### config.mk
export PLATFORM = sky130hd
export DESIGN_NAME = uart_tx_arbiter
export DESIGN_NICKNAME = d
export VERILOG_FILES = /design/src/rtl/uart_tx_arbiter.sv
export SDC_FILE = /design/constraint.sdc
export NUM_CORES = 1
export LEC_CHECK = 0
export CAP_MARGIN = 10
export CORE_MARGIN = 2
export CORE_UTILIZATION = 45
export CTS_BUF_LIST = sky130_fd_sc_hd__clkbuf_4 sky130_fd_sc_hd__clkbuf_8
export CTS_CLUSTER_SIZE = 24
export DETAILED_ROUTE_END_ITERATION = 12
export PLACE_DENSITY = 0.81
export SYNTH_ARGS = -nofsm -noshare
export SYNTH_HDL_FRONTEND = slang
export SYNTH_SLANG_ARGS = --single-unit
### constraint.sdc
create_clock -name clock -period 5.2 [get_ports clock]
set_input_delay 1.3 -clock clock [delete_from_list [all_inputs] [get_ports clock]]
set_output_delay 1.3 -clock clock [all_outputs]
set_load 0.01 [all_outputs]
### src/rtl/uart_tx_arbiter.sv
// rtl/uart_tx_arbiter.sv - packet-locked round-robin arbiter for the UART TX FIFO enqueue port
//
// Shares one TX FIFO enqueue port among NUM_REQ byte-stream requesters.
// A winner keeps the port until its last byte, a MAX_BURST byte limit, or
// HOLD_TIMEOUT cycles of holding req_valid low.
//
// Ports:
//   clock, reset         - single clock, asynchronous active-low reset
//   enable               - gates issuing of new grants (a grant in progress completes)
//   req_valid/req_data/req_last/req_ready - per-requester byte streams (8 bits each)
//   tx_enq_valid/tx_enq_bits/tx_enq_ready - TX FIFO enqueue port
//   grant                - one-hot current owner, zero when idle
//   busy                 - high while a grant is held (SEND)
//   burst_cut            - one-cycle pulse after a forced release at MAX_BURST
//   hold_timeout         - one-cycle pulse after a stall-timeout release
module uart_tx_arbiter #(
    parameter int NUM_REQ      = 3,
    parameter int MAX_BURST    = 16,
    parameter int HOLD_TIMEOUT = 64
) (
    input  logic                   clock,
    input  logic                   reset,
    input  logic                   enable,
    input  logic [NUM_REQ-1:0]     req_valid,
    input  logic [8*NUM_REQ-1:0]   req_data,
    input  logic [NUM_REQ-1:0]     req_last,
    output logic [NUM_REQ-1:0]     req_ready,
    output logic                   tx_enq_valid,
    output logic [7:0]             tx_enq_bits,
    input  logic                   tx_enq_ready,
    output logic [NUM_REQ-1:0]     grant,
    output logic                   busy,
    output logic                   burst_cut,
    output logic                   hold_timeout
);

    localparam int IW = $clog2(NUM_REQ);
    localparam int BW = $clog2(MAX_BURST);
    localparam int TW = $clog2(HOLD_TIMEOUT + 1);

    localparam logic [IW-1:0]      PTR_INIT   = IW'(NUM_REQ - 1);
    localparam logic [BW-1:0]      BURST_LAST = BW'(MAX_BURST - 1);
    localparam logic [TW-1:0]      TO_LAST    = TW'(HOLD_TIMEOUT - 1);
    localparam logic [TW-1:0]      TO_MAX     = TW'(HOLD_TIMEOUT);
    localparam logic [NUM_REQ-1:0] ONE_HOT0   = NUM_REQ'(1);

    typedef enum logic {IDLE, SEND} state_t;

    state_t        state;
    logic [IW-1:0] owner;
    logic [IW-1:0] last_ptr;
    logic [BW-1:0] byte_cnt;
    logic [TW-1:0] to_cnt;

    // Owner's stream, selected through the one-hot grant; all zero in IDLE
    // because grant is zero there.
    logic own_valid;
    logic own_last;

    always_comb begin
        own_valid   = 1'b0;
        own_last    = 1'b0;
        tx_enq_bits = 8'h00;
        for (int i = 0; i < NUM_REQ; i++) begin
            if (grant[i]) begin
                own_valid   = req_valid[i];
                own_last    = req_last[i];
                tx_enq_bits = req_data[8*i +: 8];
            end
        end
    end

    assign tx_enq_valid = own_valid;
    assign req_ready    = grant & {NUM_REQ{tx_enq_ready}};
    assign busy         = (state == SEND);

    // Round-robin pick: first valid requester starting just above last_ptr.
    logic          arb_found;
    logic [IW-1:0] arb_idx;
    logic [IW-1:0] cand;

    always_comb begin
        arb_found = 1'b0;
        arb_idx   = '0;
        cand      = '0;
        for (int k = 1; k <= NUM_REQ; k++) begin
            cand = IW'((int'(last_ptr) + k) % NUM_REQ);
            if (!arb_found && req_valid[cand]) begin
                arb_found = 1'b1;
                arb_idx   = cand;
            end
        end
    end

    // Release decisions for the current SEND cycle. A last byte takes
    // priority over the burst limit so a packet that ends exactly at the
    // limit is a normal release.
    logic handshake;
    logic rel_last;
    logic rel_burst;
    logic rel_timeout;

    always_comb begin
        handshake   = busy && own_valid && tx_enq_ready;
        rel_last    = handshake && own_last;
        rel_burst   = handshake && !own_last && (byte_cnt == BURST_LAST);
        rel_timeout = busy && !own_valid && (to_cnt == TO_LAST);
    end

    always_ff @(posedge clock or negedge reset) begin
        if (!reset) begin
            state        <= IDLE;
            grant        <= '0;
            owner        <= '0;
            last_ptr     <= PTR_INIT;
            byte_cnt     <= '0;
            to_cnt       <= '0;
            burst_cut    <= 1'b0;
            hold_timeout <= 1'b0;
        end else begin
            burst_cut    <= 1'b0;
            hold_timeout <= 1'b0;
            if (state == IDLE) begin
                if (enable && arb_found) begin
                    state    <= SEND;
                    owner    <= arb_idx;
                    grant    <= ONE_HOT0 << arb_idx;
                    byte_cnt <= '0;
                    to_cnt   <= '0;
                end
            end else begin
                if (handshake) begin
                    byte_cnt <= byte_cnt + BW'(1);
                    to_cnt   <= '0;
                end else if (!own_valid && to_cnt != TO_MAX) begin
                    // Backpressure (valid high, ready low) leaves to_cnt alone.
                    to_cnt <= to_cnt + TW'(1);
                end
                if (rel_last || rel_burst || rel_timeout) begin
                    state        <= IDLE;
                    grant        <= '0;
                    last_ptr     <= owner;
                    burst_cut    <= rel_burst;
                    hold_timeout <= rel_timeout;
                end
            end
        end
    end

endmodule

==> impl_metrics.tcl, run 1 <==
set metrics [dict create \
    run_status "complete, no violations" \
    dp_hpwl_mm 2.72 \
    clockPowerShare_pct 9.1 \
    syn_nets 210 \
    grt_pass1_vias 1325 \
    async_flop_share_pct 100 \
    cts_hold_buf 0 \
    hp-class "reg -> reg" \
    hold_ws_ns 0.489 \
    totalPowerFinal_uw 878 \
    finalWeightedCongestion 0.919 \
    detail-route-antenna-nets 0 \
    clockBufferDepth 2 \
    routed_wl_mm 3.59 \
    post_cts_buffers 0 \
    critical-path-top-delay-family "buffers and inverters" \
    grt_overflow 0 \
    worst_pin_slew_ns 0.902 \
    crit_top_cell "clkdlybuf4s50_1" \
    critPathCaptureType "output port" \
    hold_violations 0 \
    final_layout_size_suffix_gt1_share_pct 4.61 \
    combPwrFrac_pct 57.4 \
    ys_warn_count 0 \
    synth_edf_count 0 \
    diodes 0 \
    initial_core_util_pct 46.8 \
    crit_slowest_cell "clkdlybuf4s50_1" \
    cts_sinks 21 \
    internal_power_uw 504 \
    crit_path_cell_trace "clkdlybuf4s50_1, inv_1, a22o_1, inv_2, clkdlybuf4s50_1" \
    routed_via_density 5.58 \
    cap_violations 0 \
    htreeDepth 1 \
    vias 1456 \
    fmax_ghz 0.235 \
    multi_input_area_um2 806 \
    port_buffers 51 \
    arrival_ns 2.96 \
    path_max_fanout 9 \
    power_leakage_nw 0.872 \
    core_area_mm2 0.00303 \
    cts_tree "built" \
    seq_area_frac_synth_pct 37.2 \
    fin_crit_sh_pct 81.9 \
    syn_area_per_cell_um2 8.33 \
    grt_max_degree 24 \
    root_buffer "clkbuf_4" \
    fin_crit_ns 4.26 \
    cts_resized 0 \
    die_w_um 60.1 \
    final_common_cell "clkdlybuf4s50_1" \
    cellPowerDensity_mw_per_mm2 447 \
    wl_per_cell_um 13.8 \
    ys_ff_latch 21 \
    seqCellArea_um2 527 \
    fillers 244 \
    swShare_pct 42.7 \
    design_area_mm2 0.00197 \
    antenna_found_initial 0 \
    clk-insertion-delay-late_ns 0.29 \
    ir_drop_uv 262 \
    finClkSkew_ns 0.00688 \
    final_cell_mix "51 x clkdlybuf4s50_1, 26 x nand2_1, 20 x dfrtp_1" \
    synthFlopType "dfrtp_1" \
    fin_tns_setup_ns 0 \
    crit_path_start_kind "input pin" \
    reg2reg_slack_ns 2.97 \
    power_frac_seq_pct 33.5 \
    ys_types 44 \
    mappedNetlistArea_mm2 0.00142 \
    drt_iter0_drc 83 \
    max_slew_margin_pct 39.7 \
    final-setup-viol-count 0 \
    report.final.slew_viol_count 0 \
    die-area_mm2 0.00361 \
    drcViolationCount 0 \
    nets 258 \
    fin_util_pct 64.9 \
    io_pins 52 \
    area_growth_pct 38.8 \
    critPathRequiredTime_ns 3.90 \
    die_y_um 60.1 \
    critPathMaxStageDelay_ns 0.57 \
    dr.pass1.iters 4 \
    critPathBufInv 4 \
    worstSetupPathType "in -> out" \
    placed_area_mm2 0.00194 \
    rsz0062_at_grt "no" \
    rows 20 \
    grt_pass1_wl_mm 5.65 \
    syn_inst 170 \
    p_sw_uw 375 \
    cts_buffers 3 \
    clk_pin_slew_ns 0.10 \
    grt_use_total_pct 20.3 \
]
[metrics by stage]
| stage | setup slack (ns) | cells |
|---|---|---|
| after CTS | 0.955 | 261 |
| after global placement | 1.01 | 257 |
| after floorplan | 2.12 | 170 |
| final | 0.942 | 261 |
| after global routing | 0.850 | 261 |
| after detailed placement | 0.965 | 257 |
[sequential cells by signal, indices dropped and copies added, names as in the netlist]
name	count
to_cnt	7
byte_cnt	4
grant	3
last_ptr	2
owner	2
burst_cut	1
busy	1
hold_timeout	1
[final cells by class]
cell class | instances | share of cell area, %
Inverter | 10 | 1.91
Tap cell | 44 | 2.80
Clock buffer | 4 | 1.53
Sequential cell | 21 | 26.8
Multi-Input combinational cell | 131 | 41.0
Timing Repair Buffer | 51 | 26.0
[per-layer routing]
layer / GRT usage (%) / part of all wire, % / up-vias
met4: 8.89 / 1.0 / 0
met2: 33.7 / 45 / 80
met3: 5.84 / 11 / 6
li1: - / - / 709
met1: 24.4 / 43 / 661
met5: 0 / 0 / -
[path summary, 6_finish.rpt]
kind                               from            to  depth (start not counted)
setup / recovery           req_valid[2]  tx_enq_valid                          5
hold / removal                 owner[0]      owner[0]                          2
setup reg to reg            last_ptr[1]      grant[2]                          8
hold reg to reg                owner[0]      owner[0]                          2
max in group asynchronous         reset      owner[1]                          1
min in group asynchronous         reset  hold_timeout                          1
[worst register-to-register path: cells and delay by family (launching register included)]
family	cells	cell delay, ns
AND/OR/NAND/NOR	2	0.42
buffers and inverters	1	0.06
flip-flops	1	0.55
adder cells (fa/ha/maj)	1	0.24
AO/OA/AOI/OAI	4	0.85
[synth_stat cells (2+ instances only)]
| master | instances | area [um2] |
|---|---|---|
| o21ai_0 | 17 | 85.1 |
| nor3_1 | 5 | 25.0 |
| nand4_1 | 3 | 18.8 |
| buf_4 | 2 | 15.0 |
| and3_1 | 3 | 18.8 |
| o2bb2ai_1 | 2 | 17.5 |
| nor2b_1 | 2 | 12.5 |
| nand2_1 | 26 | 97.6 |
| nand3_1 | 9 | 45.0 |
| xnor2_1 | 2 | 17.5 |
| mux2i_1 | 3 | 30.0 |
| a22o_1 | 4 | 35.0 |
| o21ai_1 | 5 | 25.0 |
| dfrtp_1 | 20 | 500 |
| a21o_1 | 2 | 15.0 |
| ha_1 | 6 | 75.1 |
| a22oi_1 | 7 | 52.6 |
| a21oi_1 | 7 | 35.0 |
| clkbuf_1 | 4 | 15.0 |
| nor2_1 | 5 | 18.8 |
| and2_1 | 5 | 31.3 |
| inv_1 | 9 | 33.8 |
[power by group through the flow]
stage / logic (mW) / registers, mW / clock network [mW]
5_1_grt: 0.558 / 0.308 / 0.0887
2_1_floorplan: 0.350 / 0.270 / 0
4_1_cts: 0.503 / 0.293 / 0.0833
6_report: 0.504 / 0.294 / 0.0804
3_3_place_gp: 0.476 / 0.293 / 0
3_5_place_dp: 0.500 / 0.297 / 0
[logic make-up (layout without fill, tap and decap cells)]
logic type / after synthesis / after routing / synth area share (%)
muxes: 4 / 4 / 2.92
AOI/OAI and AO/OA: 54 / 54 / 24.8
xor gates and xnor gates: 2 / 2 / 1.24
buffers and inverters: 18 / 65 / 5.92
adders and majority gates: 6 / 6 / 5.30
DFF: 21 / 21 / 37.2
and+or+nand+nor: 65 / 65 / 22.6
(Power assumes the default switching activity.)
==> run 2: changes to the inputs <==
--- a/config.mk
+++ b/config.mk
@@ -7,11 +7,11 @@
 export LEC_CHECK = 0
 export CAP_MARGIN = 10
 export CORE_MARGIN = 2
-export CORE_UTILIZATION = 45
+export CORE_UTILIZATION = 41
 export CTS_BUF_LIST = sky130_fd_sc_hd__clkbuf_4 sky130_fd_sc_hd__clkbuf_8
 export CTS_CLUSTER_SIZE = 24
 export DETAILED_ROUTE_END_ITERATION = 12
-export PLACE_DENSITY = 0.81
+export PLACE_DENSITY = 0.78
 export SYNTH_ARGS = -nofsm -noshare
 export SYNTH_HDL_FRONTEND = slang
 export SYNTH_SLANG_ARGS = --single-unit
==> constraint.sdc (replaced) <==
create_clock -name clock -period 3.7 [get_ports clock]
set_input_delay 0.925 -clock clock [delete_from_list [all_inputs] [get_ports clock]]
set_output_delay 0.925 -clock clock [all_outputs]
set_load 0.01 [all_outputs]
==> run 2 against run 1 <==
  * Clock skew decreased by 0.0027 ns
  * Via count decreased by 2.4%
  * Sequential cell count unchanged
  * Core utilization decreased by 5.7 points
  * Final area increased by 0.51%
  * Register-to-register slack got worse by 1.4 ns
  * Highest routed layer unchanged
  * Largest cell class unchanged
==> impl_metrics.tcl, run 2 (same netlist as run 1, synthesis figures left out) <==
set metrics [dict create \
    wl_per_cell_um 13.0 \
    hold_violations 0 \
    finalWeightedCongestion 0.851 \
    crit_start "req_valid[2]" \
    reg_top3 "to_cnt x7, byte_cnt x4, grant x3" \
    seqCellArea_um2 527 \
    grt_overflow 0 \
    cap_violations 0 \
    hold_ws_ns 0.501 \
    cts_buffers 3 \
    diodes 0 \
    dp_hpwl_mm 2.68 \
    final_layout_size_suffix_gt1_share_pct 5.05 \
    setup_ws_ns 0.333 \
    multi_input_area_um2 806 \
    worst_pin_slew_ns 0.907 \
    nets 259 \
    cp-endpoint "tx_enq_valid" \
    worstSetupPathType "in -> out" \
    ir_drop_uv 251 \
    clockBufferDepth 2 \
    drt_iter0_drc 83 \
    cts_resized 0 \
    grt_pass1_wl_mm 6.03 \
    cts_hold_buf 0 \
    max_slew_margin_pct 39.3 \
    root_buffer "clkbuf_4" \
    clk-insertion-delay-late_ns 0.31 \
    rsz0062_at_grt "no" \
    final_common_cell "clkdlybuf4s50_1" \
    initial_core_util_pct 42.4 \
    hp-class "reg -> reg" \
    report.final.slew_viol_count 0 \
    critPathCaptureType "output port" \
    die-area_mm2 0.00394 \
    min_path_cells 2 \
    cts_sinks 21 \
    port_buffers 51 \
    io_pins 52 \
    post_cts_buffers 0 \
    largest_register "to_cnt" \
    final-setup-viol-count 0 \
    reg2reg_slack_ns 1.57 \
    routed_via_density 5.38 \
    fillers 309 \
    core_area_mm2 0.00334 \
    drcViolationCount 0 \
    grt_max_degree 24 \
    rows 21 \
    final_cell_mix "51 x clkdlybuf4s50_1, 26 x nand2_1, 20 x dfrtp_1" \
    pre_cts_ws_ns 0.329 \
    cellPowerDensity_mw_per_mm2 624 \
    die_y_um 62.8 \
    dr.pass1.iters 4 \
    run_status "complete, no violations" \
    antenna_found_initial 0 \
    die_w_um 62.8 \
    detail-route-antenna-nets 0 \
    reg2reg_from "last_ptr[0]" \
    crit_path_start_kind "input pin" \
    fin_util_pct 59.2 \
    cts_tree "built" \
    area_growth_pct 39.5 \
    totalPowerFinal_mw 1.23 \
    finClkSkew_ns 0.00417 \
    reg2reg_depth 8 \
    grt_use_total_pct 18.6 \
    largest_register_ff_count 7 \
    critPathRequiredTime_ns 2.77 \
    power_leakage_nw 0.877 \
    fmax_ghz 0.297 \
    htreeDepth 1 \
    vias 1421 \
    fin_crit_ns 3.37 \
    fin_tns_setup_ns 0 \
    path_max_fanout 6 \
    routed_wl_mm 3.44 \
    reg2reg_to "to_cnt[5]" \
    arrival_ns 2.44 \
    grt_pass1_vias 1376 \
    fin_crit_sh_pct 91.0 \
    clk_pin_slew_ns 0.12 \
]
==> run 2: cell count changes in the layout (fill, tap and decap cells not counted) <==
| cell | delta |
|---|---|
| buf_4 | +1 |
==> run 2: routing by layer <==
| metal | GRT usage, % | part of all wire, % | vias to the layer above | wire length (um) |
|---|---|---|---|---|
| li1 | - | - | 708 | - |
| met5 | 0 | 0 | - | 0 |
| met2 | 31.7 | 46 | 51 | 1570 |
| met4 | 5.00 | 1.1 | 0 | 39 |
| met1 | 23.6 | 45 | 658 | 1570 |
| met3 | 4.32 | 7.6 | 4 | 263 |
==> run 2: final cells by class <==
| cell class | count | area share, % |
|---|---|---|
| tap | 46 | 2.91 |
| timing repair buffer | 52 | 26.2 |
| sequential | 21 | 26.7 |
| inverter | 10 | 1.90 |
| clock buffer | 4 | 1.52 |
| multi-input combinational | 131 | 40.8 |
==> run 2: worst max-delay path: stages <==
cell             delay, ns
clkdlybuf4s50_1       0.55
inv_1                 0.07
a22o_1                0.27
inv_2                 0.09
clkdlybuf4s50_1       0.53
==> run 2: worst min-delay path by stage <==
stage | from | slack, ns | end
global placement | owner[0] | 0.46 | owner[0]
global route | owner[1] | 0.54 | owner[1]
finish | owner[0] | 0.50 | owner[0]
floorplan | owner[0] | 0.44 | owner[0]
detailed placement | owner[0] | 0.48 | owner[0]
CTS | owner[0] | 0.51 | owner[0]
==> run 2: per-stage QoR <==
stage / cells / area (um2)
detailed placement: 260 / 1950
global placement: 260 / 1950
global route: 264 / 1980
CTS: 264 / 1980
floorplan: 170 / 1420
finish: 264 / 1980
==> run 2: where the power goes <==
part	internal, mW	switching, mW
clock network	0.0495	0.0722
logic	0.355	0.341
registers	0.309	0.106
total	0.714	0.519
